### src/rtl/stream_mux_pkg.sv
// Shared definitions for the round-robin stream multiplexer: mode encodings
// and the wrap-around index helper used by the arbiter search.
package stream_mux_pkg;

  localparam logic MODE_FIXED = 1'b0;
  localparam logic MODE_RR    = 1'b1;

  // Next channel index after idx, wrapping modulo n.
  function automatic int rr_next(input int idx, input int n);
    return (idx + 1 >= n) ? 0 : idx + 1;
  endfunction

endpackage

### src/rtl/rr_arbiter.sv
// Combinational round-robin arbiter: grants the first requester found after
// ptr, searching ptr+1, ptr+2, ... with wrap-around.
module rr_arbiter
  import stream_mux_pkg::*;
#(
  parameter int N    = 4,
  parameter int SELW = $clog2(N)
) (
  input  logic [N-1:0]    req,
  input  logic [SELW-1:0] ptr,
  output logic [N-1:0]    grant,
  output logic [SELW-1:0] grant_idx,
  output logic            any
);

  int  idx;
  logic found;

  always_comb begin
    grant     = '0;
    grant_idx = '0;
    any       = |req;
    found     = 1'b0;
    idx       = int'(ptr);
    for (int k = 0; k < N; k++) begin
      idx = rr_next(idx, N);
      if (!found && req[idx[SELW-1:0]]) begin
        found                  = 1'b1;
        grant[idx[SELW-1:0]]   = 1'b1;
        grant_idx              = idx[SELW-1:0];
      end
    end
  end

endmodule

### src/rtl/stream_mux_rr.sv
// N-channel registered stream mux with fixed-select and round-robin modes;
// one output beat in flight, full throughput when the consumer is ready.
module stream_mux_rr
  import stream_mux_pkg::*;
#(
  parameter int N    = 4,
  parameter int W    = 8,
  parameter int SELW = $clog2(N)
) (
  input  logic            clk,
  input  logic            rst,
  input  logic            en,
  input  logic            mode,
  input  logic [SELW-1:0] sel,
  input  logic [N-1:0]    in_valid,
  input  logic [N*W-1:0]  in_data,
  output logic [N-1:0]    in_ready,
  output logic            out_valid,
  output logic [W-1:0]    out_data,
  output logic [SELW-1:0] out_chan,
  input  logic            out_ready
);

  // Handshake: a beat moves on a port in any cycle where valid and ready are
  // both high at the rising edge. Producers hold valid/data until ready; the
  // output register never looks at out_ready combinationally, and in_ready
  // sees in_valid only through the arbiter in round-robin mode.

  logic [SELW-1:0] ptr;
  logic [N-1:0]    rr_grant;
  logic [SELW-1:0] rr_idx;
  logic            rr_any;
  logic            space;
  logic            sel_ok;
  logic            accept;
  logic [SELW-1:0] g;
  logic [W-1:0]    g_data;

  rr_arbiter #(.N(N), .SELW(SELW)) u_arb (
    .req       (in_valid),
    .ptr       (ptr),
    .grant     (rr_grant),
    .grant_idx (rr_idx),
    .any       (rr_any)
  );

  assign space  = !out_valid || out_ready;
  assign sel_ok = (int'(sel) < N);
  assign g      = (mode == MODE_RR) ? rr_idx : sel;
  assign accept = |(in_valid & in_ready);

  always_comb begin
    in_ready = '0;
    // Nothing is accepted while reset is held, even if the output is empty.
    if (!rst && en && space) begin
      if (mode == MODE_FIXED) begin
        if (sel_ok) in_ready[sel] = 1'b1;
      end else if (rr_any) begin
        in_ready = rr_grant;
      end
    end
  end

  always_comb begin
    g_data = '0;
    for (int i = 0; i < N; i++) begin
      if (i == int'(g)) g_data = in_data[i*W +: W];
    end
  end

  always_ff @(posedge clk) begin
    if (rst) begin
      out_valid <= 1'b0;
      out_data  <= '0;
      out_chan  <= '0;
      ptr       <= SELW'(N - 1);
    end else if (accept) begin
      out_valid <= 1'b1;
      out_data  <= g_data;
      out_chan  <= g;
      if (mode == MODE_RR) ptr <= g;
    end else if (out_ready) begin
      out_valid <= 1'b0;
    end
  end

endmodule

### config.mk
export PLATFORM = sky130hd
export DESIGN_NAME = stream_mux_rr
export DESIGN_NICKNAME = d
export VERILOG_FILES = /design/src/rtl/stream_mux_pkg.sv /design/src/rtl/rr_arbiter.sv /design/src/rtl/stream_mux_rr.sv
export SDC_FILE = /design/constraint.sdc
export NUM_CORES = 1
export LEC_CHECK = 0
export CAP_MARGIN = 40
export CORE_MARGIN = 8
export CORE_UTILIZATION = 45
export CTS_CLUSTER_SIZE = 20
export DETAILED_ROUTE_END_ITERATION = 8
export PLACE_DENSITY = 0.82
export SYNTH_ARGS = -nofsm -noshare
export SYNTH_HDL_FRONTEND = slang
export SYNTH_HIERARCHICAL = 1
export SYNTH_SLANG_ARGS = --single-unit
### constraint.sdc
create_clock -name clk -period 4.7 [get_ports clk]
set_input_delay 1.41 -clock clk [delete_from_list [all_inputs] [get_ports clk]]
set_output_delay 1.41 -clock clk [all_outputs]
set_load 0.02 [all_outputs]
# After elaboration in Yosys (flattened, before gate mapping)
# Cells that the tools add are included.
dict set report op_classes {
  n_lt_le_gt_ge 14
  bitwise 4
  n_reduce_logical 21
  n_addsub 4
  eq_ne 3
  n_mux 43
}
# op count
set op_table {}
lappend op_table {{$ge A32 B4 Y1 const B} 4}
lappend op_table {{$add A32 B2 Y32 const B} 3}
lappend op_table {{$mux W32} 3}
lappend op_table {{$mux W8} 4}
lappend op_table {{$mux W4} 7}
lappend op_table {{$lt A2 B3 Y1 const B} 5}
lappend op_table {{$mux W1} 14}
lappend op_table {{$mux W2} 6}
lappend op_table {{$or A4 B4 Y4} 3}
lappend op_table {{$demux W1 S2} 5}
lappend op_table {{$ge A2 B1 Y1 const B} 5}
lappend op_table {{$logic_and A1 B1 Y1} 10}
lappend op_table {{$bmux W1 S2} 4}
lappend op_table {{$reduce_or A4 Y1} 2}
lappend op_table {{$logic_not A1 Y1} 5}
lappend op_table {{$and A4 B4 Y4} 1}
lappend op_table {{$eq A2 B2 Y1 const A} 2}
lappend op_table {{$add A2 B1 Y3 const B} 1}
lappend op_table {{$eq A1 B2 Y1 const A} 1}
lappend op_table {{$logic_not A2 Y1} 1}
lappend op_table {{$reduce_and A2 Y1} 1}
lappend op_table {{$reduce_bool A2 Y1} 1}
lappend op_table {{$logic_or A1 B1 Y1} 1}
dict set report totals {
  output_inout_bits 15
  input_bits 43
  regBits 13
  word_cells 93
}

# Longest topological paths before layout
# Gate-level depths: netlist of the first run.
dict set report logic_depth {
  depth_word 24
  ltp_mapped 13
  mapped_depth_nobuf 11
}

# By module
# The synthesis of the first run kept the hierarchy.
# module cells_per_inst area_per_inst_um2 seq_area_each_um2 instances
set by_module_without_submodules {}
lappend by_module_without_submodules {stream_mux_rr 105 1049.8 260.2 1}
lappend by_module_without_submodules {rr_arbiter 60 470.5 0.0 1}

# Least setup slack after synthesis of the first run
# No wires, ideal clock.
dict set report synth_path {
  path_type {input to output}
  from {input port in_valid[0]}
  to {output port in_ready[0]}
  slack_ns 0.260
  path_stages 7
  path_buffers 0
  t_arrival_ns 3.030
  required_ns 3.290
  cell_sequence {mux2_4 -> or4_4 -> a21oi_4 -> a221o_2 -> and3_4 -> nor2_1 -> nor2_1}
}
dict set report synth_between {
  elab_chain_len 15
  word_cells_on_any_way 28
  cone_classes {mux (18); bitwise (3); reduce/logical (7)}
}
# element line
set synth_rtl {}
lappend synth_rtl {{from (decl)} stream_mux_rr.sv:15} ;# input logic [N-1:0] in_valid,
lappend synth_rtl {{$bmux W1 S2} rr_arbiter.sv:27} ;# if (!found && req[idx[SELW-1:0]]) begin
lappend synth_rtl {{$mux W1 (not written as such)} rr_arbiter.sv:27}
lappend synth_rtl {{$mux W1} rr_arbiter.sv:27}
lappend synth_rtl {{$logic_not A1 Y1} rr_arbiter.sv:27}
lappend synth_rtl {{$logic_and A1 B1 Y1} rr_arbiter.sv:27}
lappend synth_rtl {{$mux W1} rr_arbiter.sv:27}
lappend synth_rtl {{$logic_not A1 Y1} rr_arbiter.sv:27}
lappend synth_rtl {{$logic_and A1 B1 Y1} rr_arbiter.sv:27}
lappend synth_rtl {{$mux W1} rr_arbiter.sv:27}
lappend synth_rtl {{$logic_not A1 Y1} rr_arbiter.sv:27}
lappend synth_rtl {{$logic_and A1 B1 Y1} rr_arbiter.sv:27}
lappend synth_rtl {{$mux W4 *} rr_arbiter.sv:27}
lappend synth_rtl {{net rr_grant[0]} stream_mux_rr.sv:30} ;# logic [N-1:0] rr_grant;
lappend synth_rtl {{$mux W4 *} stream_mux_rr.sv:58} ;# end else if (rr_any) begin
lappend synth_rtl {{$mux W4 *} stream_mux_rr.sv:56} ;# if (mode == MODE_FIXED) begin
lappend synth_rtl {{$mux W4 *} stream_mux_rr.sv:55} ;# if (!rst && en && space) begin
lappend synth_rtl {{to (decl)} stream_mux_rr.sv:17} ;# output logic [N-1:0] in_ready,
# Mark *: on every way through the listed nets, which the timed path passes. The rest lies on a longest branch. The select of a mux whose other input is x is not followed.

# Worst setup path after layout of the first run
# Ends and elaborated chain as after synthesis.

==> impl_results.md, run 1 <==
- Status: completed
- P_leak: 0.984 nW
- GR Util met3: 4.85%
- Slowest cell on crit path: or4_4
- Setup violations, final: 0
- CTS tree: built
- Clock-pin slew on the worst setup and hold paths: 0.08 ns
- Max cap viols: 0
- Fraction of power consumed by sequential logic: between 20% and 30%
- GRT Overall Usage: approximately 17%
- Synth Instances: 165
- Register area share after synthesis: 17.1%
- Largest net degree at the start of global routing: 18
- Met1 usage: 20.7%
- M2 GR Usage: 27.9%
- Synth area leader: dfxtp_1
- Number of synthesized flops with an enable pin: 0
- H-tree lvl count: 1
- Gpl congestion: between 0.9 and 1
- Vias in the first global route: 1,553
- Fin Hold WS: 0.482 ns
- Main synth FF type: dfxtp_1
- Yosys cell types: 51
- FMAX: roughly 220 MHz
- Peak VDD IR: between 0.0002 and 0.00025 V
- Power per cell area: about 200 nW/um^2
- Nets: 293
- Row cnt: 21
- Number of detailed-routing iterations run before antenna repair: 4
- Syn. warnings: 6
- Layout fillers: 264
- Syn_nets: 216
- Fin. Hold Viols: 0
- Top-count cell post-synth: mux2i_1
- Chip width: approximately 74 um
- Post-CTS Setup Inserts: 0
- Wire per inst: 16.3 um
- Crit Path Category: in2out
- Crit path capture type: output port
- CP arrival: about 3.2 ns
- Antenna violations before repair: 0
- Area contributors post-synth: dfxtp_1 (17%), mux2i_1 (17%), nand2b_1 (7.8%)
- Critical-path cell list: clkdlybuf4s15_1 > mux2_4 > or4_4 > a21oi_4 > a221o_2 > and3_4 > nor2_1 > nor2_1 > buf_4
- Placeable Area: 3280 um^2
- Final ANT Viol Nets: 0
- Hold Path Class: reg2reg
- IO Count: 58
- Vias per inst: 5.57
- Die footprint: 5490 um^2
- Startpoint types: primary input
- Cell Int Power: 0.000300 W
- Hold-fix buffers, CTS: 0
- Clock power share: ~16%
- Synth cell count leaders: mux2i_1 (26), nand2b_1 (19), nor2_1 (15), dfxtp_1 (13), mux2_2 (9)
- Final WL: 4680 um
- Combinational Power Share: a little under three fifths
- GRT busiest layer: met2
- Clock Path Buffers: 2
- CP max FO: 5
- Initial DRC count: 77
- First-pass GRT wire length: 7310 um
- Vias: 1,600
- Synth top area share: 17.1%
- Area delta synth->final: 49.8%
- TritonCTS Buffers: 3
- DR DRC count: 0
- Setup skew after layout: between 0.0006 and 0.0007 ns
- Antenna cells: 0
- Post-layout min period: 4.60 ns
- IO Port Bufs: 57
- Final period utilization: 97.9%
- Synthesized area per cell: slightly above 9 um^2
- Pins Over Slew Limit: 0
- Family with the most delay on the worst path: simple AND/OR/NAND/NOR gates
- Pre-CTS WS: -0.603 ns
- Worst slew margin: 62.5%
- Required @ worst endpoint: between 3 and 4 ns
- Die Y: 74.1 um
- Final HPWL DP: around 3800 um
- Net Switching: 0.000165 W
- Mapped cell area: roughly 1500 um^2
- Initial Utilization: 46.3%
- Clock sink count: 13
- WP buf/inv: 2
- Slowest cell delay on critical path: just under 0.5 ns
- Most frequent CP cell: nor2_1
- Later-pin clock latency in the skew report: 0.28 ns
- Final setup margin: 0.0985 ns
- Synth Register Bits: 13
- Switch share: ~36%
- Root buf cell: clkbuf_4
- Layout cells sized above 1: 22.0%
- GRT overflow: 0
- Post-synth ARST share: 0%
- RSZ-0062 raised after global routing: no
- Worst slew pin tran: 0.561 ns
state kept, by name, summed over array words and instances, names as in the netlist:
signal and count:
out_data 8, out_valid 1, ptr 2, out_chan 2
cell families after synthesis:
| group | Yosys count | share of synthesized area, % |
|---|---|---|
| and+or+nand+nor | 59 | 22.6 |
| DFF | 13 | 17.1 |
| muxes | 37 | 26.3 |
| adders and majority gates | 8 | 6.58 |
| AOI/OAI and AO/OA | 37 | 22.9 |
| buffers and inverters | 11 | 4.53 |
placed cells by master, fill, tap and decap left out, types with 7 or more instances in the layout:
master,n
o221ai_1,7
ha_1,8
nand2b_1,19
dfxtp_1,13
mux2_2,9
buf_4,22
clkdlybuf4s50_1,49
nor2_1,15
mux2i_1,26
per-layer routing:
metal  up-vias  wire length [um]
met5         -                 0
met3         4               312
met2        58              2270
li1        783                 -
met1       755              2070
met4         0                30
tightest hold or removal path, delay by kind of cell, from the launching register on:
family,cells,cell delay (ns)
flops,1,0.32
mux,1,0.06
simple gates,1,0.06
power groups by stage:
stage	Sequential, W	Clock, W	Combinational, W
global route	0.000136	0.0000791	0.000276
finish	0.000135	0.0000719	0.000259
detailed placement	0.000137	0	0.000258
CTS	0.000134	0.0000749	0.000258
global placement	0.000137	0	0.000254
floorplan	0.000154	0	0.000128
final timing paths:
path                             from                       end  slack [ns]  depth (start not counted)
max                       in_valid[0]               in_ready[0]         0.1                          9
min          out_chan[1]$_SDFFE_PP0P_  out_chan[1]$_SDFFE_PP0P_        0.48                          2
max reg2reg       ptr[0]$_SDFFE_PP1P_  out_data[6]$_SDFFE_PP0P_        1.33                         12
min reg2reg  out_chan[1]$_SDFFE_PP0P_  out_chan[1]$_SDFFE_PP0P_        0.48                          2
stage by stage:
stage	total power, W	setup TNS (ns)	utilization (%)	cells	instance area [um^2]
floorplan	0.000282	0	-	165	1520
global placement	0.000391	-2.17	68.8	282	2260
detailed placement	0.000395	-2.24	69.1	283	2270
CTS	0.000468	0	69.3	287	2270
global route	0.000492	0	69.3	287	2280
finish	0.000465	0	69.3	287	2280
final cells by class:
type	instances	area [um^2]	area share, %
Timing Repair Buffer	78	719	31.6
Clock buffer	4	26.3	1.15
Multi-Input combinational cell	141	1190	52.5
Sequential cell	13	260	11.4
Tap cell	46	57.6	2.53
Inverter	5	18.8	0.824
what timing repair did:
item	in CTS	in global routing
pin swaps	4	4
endpoints found under the setup margin	4	3
endpoints found under the hold margin	0	0
gates resized for setup	23	4
gates cloned	0	0
Note: power is estimated with default switching activity, not from simulation.
==> inputs of run 2 (changes only) <==
--- a/config.mk
+++ b/config.mk
@@ -8,9 +8,11 @@
 export CAP_MARGIN = 40
 export CORE_MARGIN = 8
 export CORE_UTILIZATION = 45
+export CTS_CLUSTER_DIAMETER = 30
 export CTS_CLUSTER_SIZE = 20
 export DETAILED_ROUTE_END_ITERATION = 8
 export PLACE_DENSITY = 0.82
+export SETUP_SLACK_MARGIN = 0.02
 export SYNTH_ARGS = -nofsm -noshare
 export SYNTH_HDL_FRONTEND = slang
 export SYNTH_HIERARCHICAL = 1
==> run 2 against run 1 <==
Setup slack improved by 0.0097 ns; clock skew barely moved; register-to-register slack got worse by 0.03 ns; hold slack barely moved; power rose by 0.51%; cell area rose by 0.38%; cell count did not move; combinational power barely moved; utilization rose by 0.27 points; count of clock-buffer cells in the layout did not move; largest cell class unchanged; highest routed layer unchanged.
==> impl_results.md, run 2 (same netlist as run 1, synthesis figures left out) <==
- Die footprint: 5490 um^2 (unchanged)
- FF-to-FF setup slack: 1.30 ns (-0.03 ns)
- Startpoint types: primary input
- Setup skew after layout: 0.000641 ns (-0.0000577 ns)
- Status: completed
- Placeable Area: 3280 um^2 (unchanged)
- Number of detailed-routing iterations run before antenna repair: 4 (unchanged)
- Commonest cells after routing, fill and taps aside: clkdlybuf4s50_1 (49), mux2i_1 (26), buf_4 (22)
- Setup violations, final: 0 (unchanged)
- Combinational Power Share: 55.8% (+0.2 points)
- Largest net degree at the start of global routing: 18 (unchanged)
- Crit Path Category: in2out
- First-pass GRT wire length: 7310 um (unchanged)
- DR DRC count: 0 (unchanged)
- Switch share: 35.8% (+0.20 points)
- Pins Over Slew Limit: 0 (unchanged)
- Area of placed instances: 2270 um^2 (unchanged)
- Non-Filler Instances: 287 (unchanged)
- Row cnt: 21 (unchanged)
- Cell count of the worst reg-to-reg path: 12 (unchanged)
- TritonCTS Buffers: 3 (unchanged)
- Post-layout instance area: 2290 um^2 (+0.38%)
- Clock-pin slew on the worst setup and hold paths: 0.08 ns (about the same)
- Commonest non-fill, non-tap cell in the layout: clkdlybuf4s50_1
- Nets: 293 (unchanged)
- GRT Overall Usage: 16.7% (unchanged)
- Later-pin clock latency in the skew report: 0.28 ns (about the same)
- Crit path capture type: output port
- Hold Path Class: reg2reg
- GRT overflow: 0 (unchanged)
- Clock Path Buffers: 2 (unchanged)
- Wire per inst: 16.6 um (+1.6%)
- Max FFs per register: 8 (unchanged)
- Worst slew margin: 62.5% (about the same)
- Largest Register: out_data
- CP max FO: 7 (+2)
- Clock sink count: 13 (unchanged)
- Peak VDD IR: 0.000217 V (about the same)
- Tot Pwr: 0.000468 W (+0.51%)
- Vias in the first global route: 1,553 (unchanged)
- Min-delay src: out_chan[1]$_SDFFE_PP0P_
- Reg2reg end: out_data[6]$_SDFFE_PP0P_
- Worst r2r src: ptr[0]$_SDFFE_PP1P_
- H-tree lvl count: 1 (unchanged)
- Setup TNS: 0 ns (unchanged)
- IO Port Bufs: 57 (unchanged)
- Gpl congestion: 0.910 (unchanged)
- Hold-fix buffers, CTS: 0 (unchanged)
- Final HPWL DP: 3760 um (unchanged)
- Slowest cell delay on critical path: 0.32 ns (-0.17 ns)
- Initial Utilization: 46.3% (unchanged)
- Placed insts: 283 (unchanged)
- CTS tree: built
- Cell Int Power: 0.000300 W (+0.21%)
- Clock power share: 15.4% (about the same)
- Required @ worst endpoint: 3.29 ns (about the same)
- Area delta synth->final: 50.4%
- Slowest cell on crit path: a221o_2
- Root buf cell: clkbuf_4
- Vias: 1,622 (+1.4%)
- Antenna cells: 0 (unchanged)
- CP arrival: 3.18 ns (about the same)
- Die Y: 74.1 um (unchanged)
- Critical-path cell list: clkdlybuf4s15_1 > inv_1 > a311oi_2 > nor3b_2 > buf_4 > a221o_2 > and3_4 > nor2_1 > nor2_1 > buf_4
- Max cap viols: 0 (unchanged)
- Layout cells sized above 1: 24.1% (+2.1 points)
- IO Count: 58 (unchanged)
- FMAX: 218 MHz (+0.21%)
- Post-layout min period: 4.59 ns (-0.00970 ns)
- P_leak: 0.986 nW (+0.28%)
- Vias per inst: 5.65 (+1.4%)
- Power per cell area: 205 nW/um^2 (+0.13%)
- Fin. Hold Viols: 0 (unchanged)
- Family with the most delay on the worst path: buffers and inverters
- Number of cells on the critical path: 10 (+1)
- Worst slew pin tran: 0.561 ns (-0.000189 ns)
- Chip width: 74.1 um (unchanged)
- Cells on Worst Hold Path: 2 (unchanged)
- WP buf/inv: 4 (+2)
- Initial DRC count: 103 (+34%)
- Finished Core Util: 69.6% (+0.27 points)
- Final period utilization: 97.7% (-0.21 points)
- Net Switching: 0.000167 W (+1.1%)
- Hold Crit Endpoint: out_chan[1]$_SDFFE_PP0P_
- Top Registers: out_data (8), out_chan (2), ptr (2)
- Fraction of power consumed by sequential logic: 28.8% (about the same)
- Final WL: 4760 um (+1.6%)
- Final ANT Viol Nets: 0 (unchanged)
- Antenna violations before repair: 0 (unchanged)
## run 2: worst min-delay path, stage by stage (launching register included)
cell	delay [ns]
dfxtp_1	0.32
nand2b_1	0.06
mux2i_1	0.06
## run 2: power by group through the flow
stage / Sequential, W / Combinational [W] / Clock, W
after global routing: 0.000136 / 0.000278 / 0.0000791
after CTS: 0.000134 / 0.000258 / 0.0000749
after detailed placement: 0.000137 / 0.000258 / 0
after global placement: 0.000137 / 0.000254 / 0
after floorplan: 0.000154 / 0.000128 / 0
final: 0.000135 / 0.000261 / 0.0000721
## run 2: how the worst max path moves through the flow
stage,slack (ns),startpoint,to
after floorplan,0.26,in_valid[0],in_ready[0]
after global placement,-0.58,in_valid[0],in_ready[0]
after detailed placement,-0.60,in_valid[1],in_ready[0]
after CTS,0.02,in_valid[0],in_ready[0]
after global routing,-0.008,in_valid[2],in_ready[0]
final,0.11,in_valid[2],in_ready[0]
## run 2: metrics by stage
| step | setup slack [ns] | hold WS, ns |
|---|---|---|
| after CTS | 0.0214 | 0.481 |
| after global placement | -0.581 | 0.464 |
| after floorplan | 0.260 | 0.548 |
| final | 0.108 | 0.482 |
| after global routing | -0.00759 | 0.502 |
| after detailed placement | -0.603 | 0.468 |
## run 2: layer usage
| metal | routed length (um) | up-vias | part of all wire (%) | track usage [%] |
|---|---|---|---|---|
| met3 | 310 | 4 | 6.5 | 4.85 |
| met5 | 0 | - | 0 | 0 |
| met1 | 2100 | 776 | 44 | 20.7 |
| met4 | 38 | 0 | 0.80 | 2.66 |
| li1 | - | 782 | - | - |
| met2 | 2310 | 60 | 49 | 27.9 |
## run 2: final cells by class
class / count / area [um^2]
Fill cell: 265 / 998
Sequential cell: 13 / 260
Clock buffer: 4 / 26.3
Multi-Input combinational cell: 141 / 1210
Inverter: 5 / 18.8
Timing Repair Buffer: 78 / 711
Tap cell: 46 / 57.6
## run 2: repair_timing
action                     CTS  global route
pin swaps                    4             4
gates resized for setup     23            10
buffers inserted             0             0
setup endpoints to repair    4             4
==> inputs of run 3 (changes only) <==
--- a/config.mk
+++ b/config.mk
@@ -12,6 +12,7 @@
 export CTS_CLUSTER_SIZE = 20
 export DETAILED_ROUTE_END_ITERATION = 8
 export PLACE_DENSITY = 0.82
+export RECOVER_POWER = 100
 export SETUP_SLACK_MARGIN = 0.02
 export SYNTH_ARGS = -nofsm -noshare
 export SYNTH_HDL_FRONTEND = slang
==> run 3 against run 2 <==
First-iteration DRC count did not move; via count barely moved; fmax did not move; setup slack did not move; count of clock-buffer cells in the layout did not move; sequential power barely moved; global-route usage did not move; critical path type unchanged; die area did not move; largest cell class unchanged; register-to-register slack barely moved.
==> impl_results.md, run 3 (same netlist as run 1, synthesis figures left out) <==
- Status: completed
- Combinational Power Share: 55.4% (-0.4 points)
- Crit Path Category: in2out
- Post-layout min period: 4.59 ns (unchanged)
- CTS tree: built
- Max cap viols: 0 (unchanged)
- Die footprint: 5490 um^2 (unchanged)
- WP buf/inv: 4 (unchanged)
- Cell count of the worst reg-to-reg path: 12 (unchanged)
- Crit path capture type: output port
- Setup TNS: 0 ns (unchanged)
- Startpoint types: primary input
- Wire per inst: 16.5 um (-0.19%)
- Placeable Area: 3280 um^2 (unchanged)
- Final HPWL DP: 3760 um (unchanged)
- Cells on Worst Hold Path: 2 (unchanged)
- Vias: 1,623 (+0.062%)
- Peak VDD IR: 0.000214 V (-1.3%)
- Antenna cells: 0 (unchanged)
- Fin Hold WS: 0.478 ns (-0.00410 ns)
- Clock sink count: 13 (unchanged)
- Later-pin clock latency in the skew report: 0.28 ns (about the same)
- DR DRC count: 0 (unchanged)
- Final WL: 4750 um (-0.19%)
- Vias in the first global route: 1,553 (unchanged)
- Net Switching: 0.000166 W (-0.55%)
- Clock Path Buffers: 2 (unchanged)
- Layout cells sized above 1: 24.1% (unchanged)
- Critical-path cell list: clkdlybuf4s15_1 > inv_1 > a311oi_2 > nor3b_2 > buf_4 > a221o_2 > and3_4 > nor2_1 > nor2_1 > buf_4
- Placed insts: 283 (unchanged)
- Initial Utilization: 46.3% (unchanged)
- CP max FO: 7 (unchanged)
- Number of cells on the critical path: 10 (unchanged)
- Vias per inst: 5.66 (about the same)
- Setup skew after layout: 0.000637 ns (-0.00000453 ns)
- Final ANT Viol Nets: 0 (unchanged)
- Non-Filler Instances: 287 (unchanged)
- FMAX: 218 MHz (unchanged)
- Slowest cell on crit path: a221o_2
- Antenna violations before repair: 0 (unchanged)
- Hold Path Class: reg2reg
- Worst slew margin: 62.5% (unchanged)
- IO Port Bufs: 57 (unchanged)
- Hold Crit Endpoint: out_chan[1]$_SDFFE_PP0P_
- P_leak: 1.02 nW (+3.2%)
- Final period utilization: 97.7% (unchanged)
- Largest Register: out_data
- Fraction of power consumed by sequential logic: 29.0% (+0.2 points)
- Gpl congestion: 0.910 (unchanged)
- Area delta synth->final: 50.4% (unchanged)
- Chip width: 74.1 um (unchanged)
- Number of detailed-routing iterations run before antenna repair: 4 (unchanged)
- TritonCTS Buffers: 3 (unchanged)
- IO Count: 58 (unchanged)
- Switch share: 36.0% (+0.27 points)
- Commonest cells after routing, fill and taps aside: clkdlybuf4s50_1 (38), mux2i_1 (26), buf_4 (22)
- Clock-pin slew on the worst setup and hold paths: 0.08 ns (about the same)
- FF-to-FF setup slack: 1.31 ns (about the same)
- Row cnt: 21 (unchanged)
- Die Y: 74.1 um (unchanged)
- GRT overflow: 0 (unchanged)
- Setup violations, final: 0 (unchanged)
- Finished Core Util: 69.6% (unchanged)
- Root buf cell: clkbuf_4
- Power per cell area: 202 nW/um^2 (-1.3%)
- Max FFs per register: 8 (unchanged)
- Reg2reg end: out_data[6]$_SDFFE_PP0P_
- Worst r2r src: ptr[0]$_SDFFE_PP1P_
- Nets: 293 (unchanged)
- Min-delay src: out_chan[1]$_SDFFE_PP0P_
- Fin. Hold Viols: 0 (unchanged)
- Cell Int Power: 0.000295 W (-1.7%)
- Commonest non-fill, non-tap cell in the layout: clkdlybuf4s50_1
- Family with the most delay on the worst path: buffers and inverters
- Pins Over Slew Limit: 0 (unchanged)
- Largest net degree at the start of global routing: 18 (unchanged)
- Tot Pwr: 0.000462 W (-1.3%)
- Initial DRC count: 103 (unchanged)
- First-pass GRT wire length: 7310 um (unchanged)
- Clock power share: 15.6% (+0.2 points)
- Slowest cell delay on critical path: 0.32 ns (about the same)
- GRT Overall Usage: 16.7% (unchanged)
- Post-CTS Setup Inserts: 0 (unchanged)
- Top Registers: out_data (8), out_chan (2), ptr (2)
- Worst slew pin tran: 0.561 ns (unchanged)
- Required @ worst endpoint: 3.29 ns (about the same)
- CP arrival: 3.18 ns (about the same)
- H-tree lvl count: 1 (unchanged)
==> run 3: worst reg2reg max path, delay by kind of cell, from the launching register on <==
family                     cells  cell delay, ns
and+or+nand+nor                3            1.00
muxes                          1            0.12
buffers and inverters          3            0.41
adders and majority gates      1            0.28
DFF                            1            0.41
AOI/OAI and AO/OA              4            1.10
==> run 3: timing repair <==
action | CTS | global route
resized for setup | 23 | 10
endpoints found under the setup margin | 4 | 4
endpoints found under the hold margin | 0 | 0
pin swaps | 4 | 4
hold buffers | 0 | 0
==> run 3: area by class of cell <==
type	instances	area, um^2
Clock buffer	4	26.3
Fill cell	265	998
Inverter	5	18.8
Multi-Input combinational cell	141	1210
Sequential cell	13	260
Tap cell	46	57.6
Timing Repair Buffer	78	711
==> run 3: power by group through the flow <==
| stage | combinational [W] | clock [W] | sequential [W] |
|---|---|---|---|
| floorplan | 0.000128 | 0 | 0.000154 |
| global placement | 0.000254 | 0 | 0.000137 |
| detailed placement | 0.000258 | 0 | 0.000137 |
| CTS | 0.000258 | 0.0000749 | 0.000134 |
| global route | 0.000273 | 0.0000791 | 0.000136 |
| finish | 0.000256 | 0.0000720 | 0.000134 |
==> run 3: stage by stage <==
step / area [um^2] / setup slack [ns]
2_1_floorplan: 1520 / 0.260
3_3_place_gp: 2260 / -0.581
3_5_place_dp: 2270 / -0.603
4_1_cts: 2270 / 0.0214
5_1_grt: 2290 / -0.00759
6_report: 2290 / 0.108
==> run 3: worst max path at each step <==
stage	startpoint	end	slack [ns]
after floorplan	in_valid[0]	in_ready[0]	0.26
after global placement	in_valid[0]	in_ready[0]	-0.58
after detailed placement	in_valid[1]	in_ready[0]	-0.60
after CTS	in_valid[0]	in_ready[0]	0.02
after global routing	in_valid[2]	in_ready[0]	-0.008
final	in_valid[2]	in_ready[0]	0.11
==> run 3: per-layer routing <==
metal | global-route usage, % | share of wire (%) | vias up
li1 | - | - | 783
met1 | 20.7 | 44 | 776
met2 | 27.9 | 49 | 60
met3 | 4.85 | 6.5 | 4
met4 | 2.66 | 0.80 | 0
met5 | 0 | 0 | -
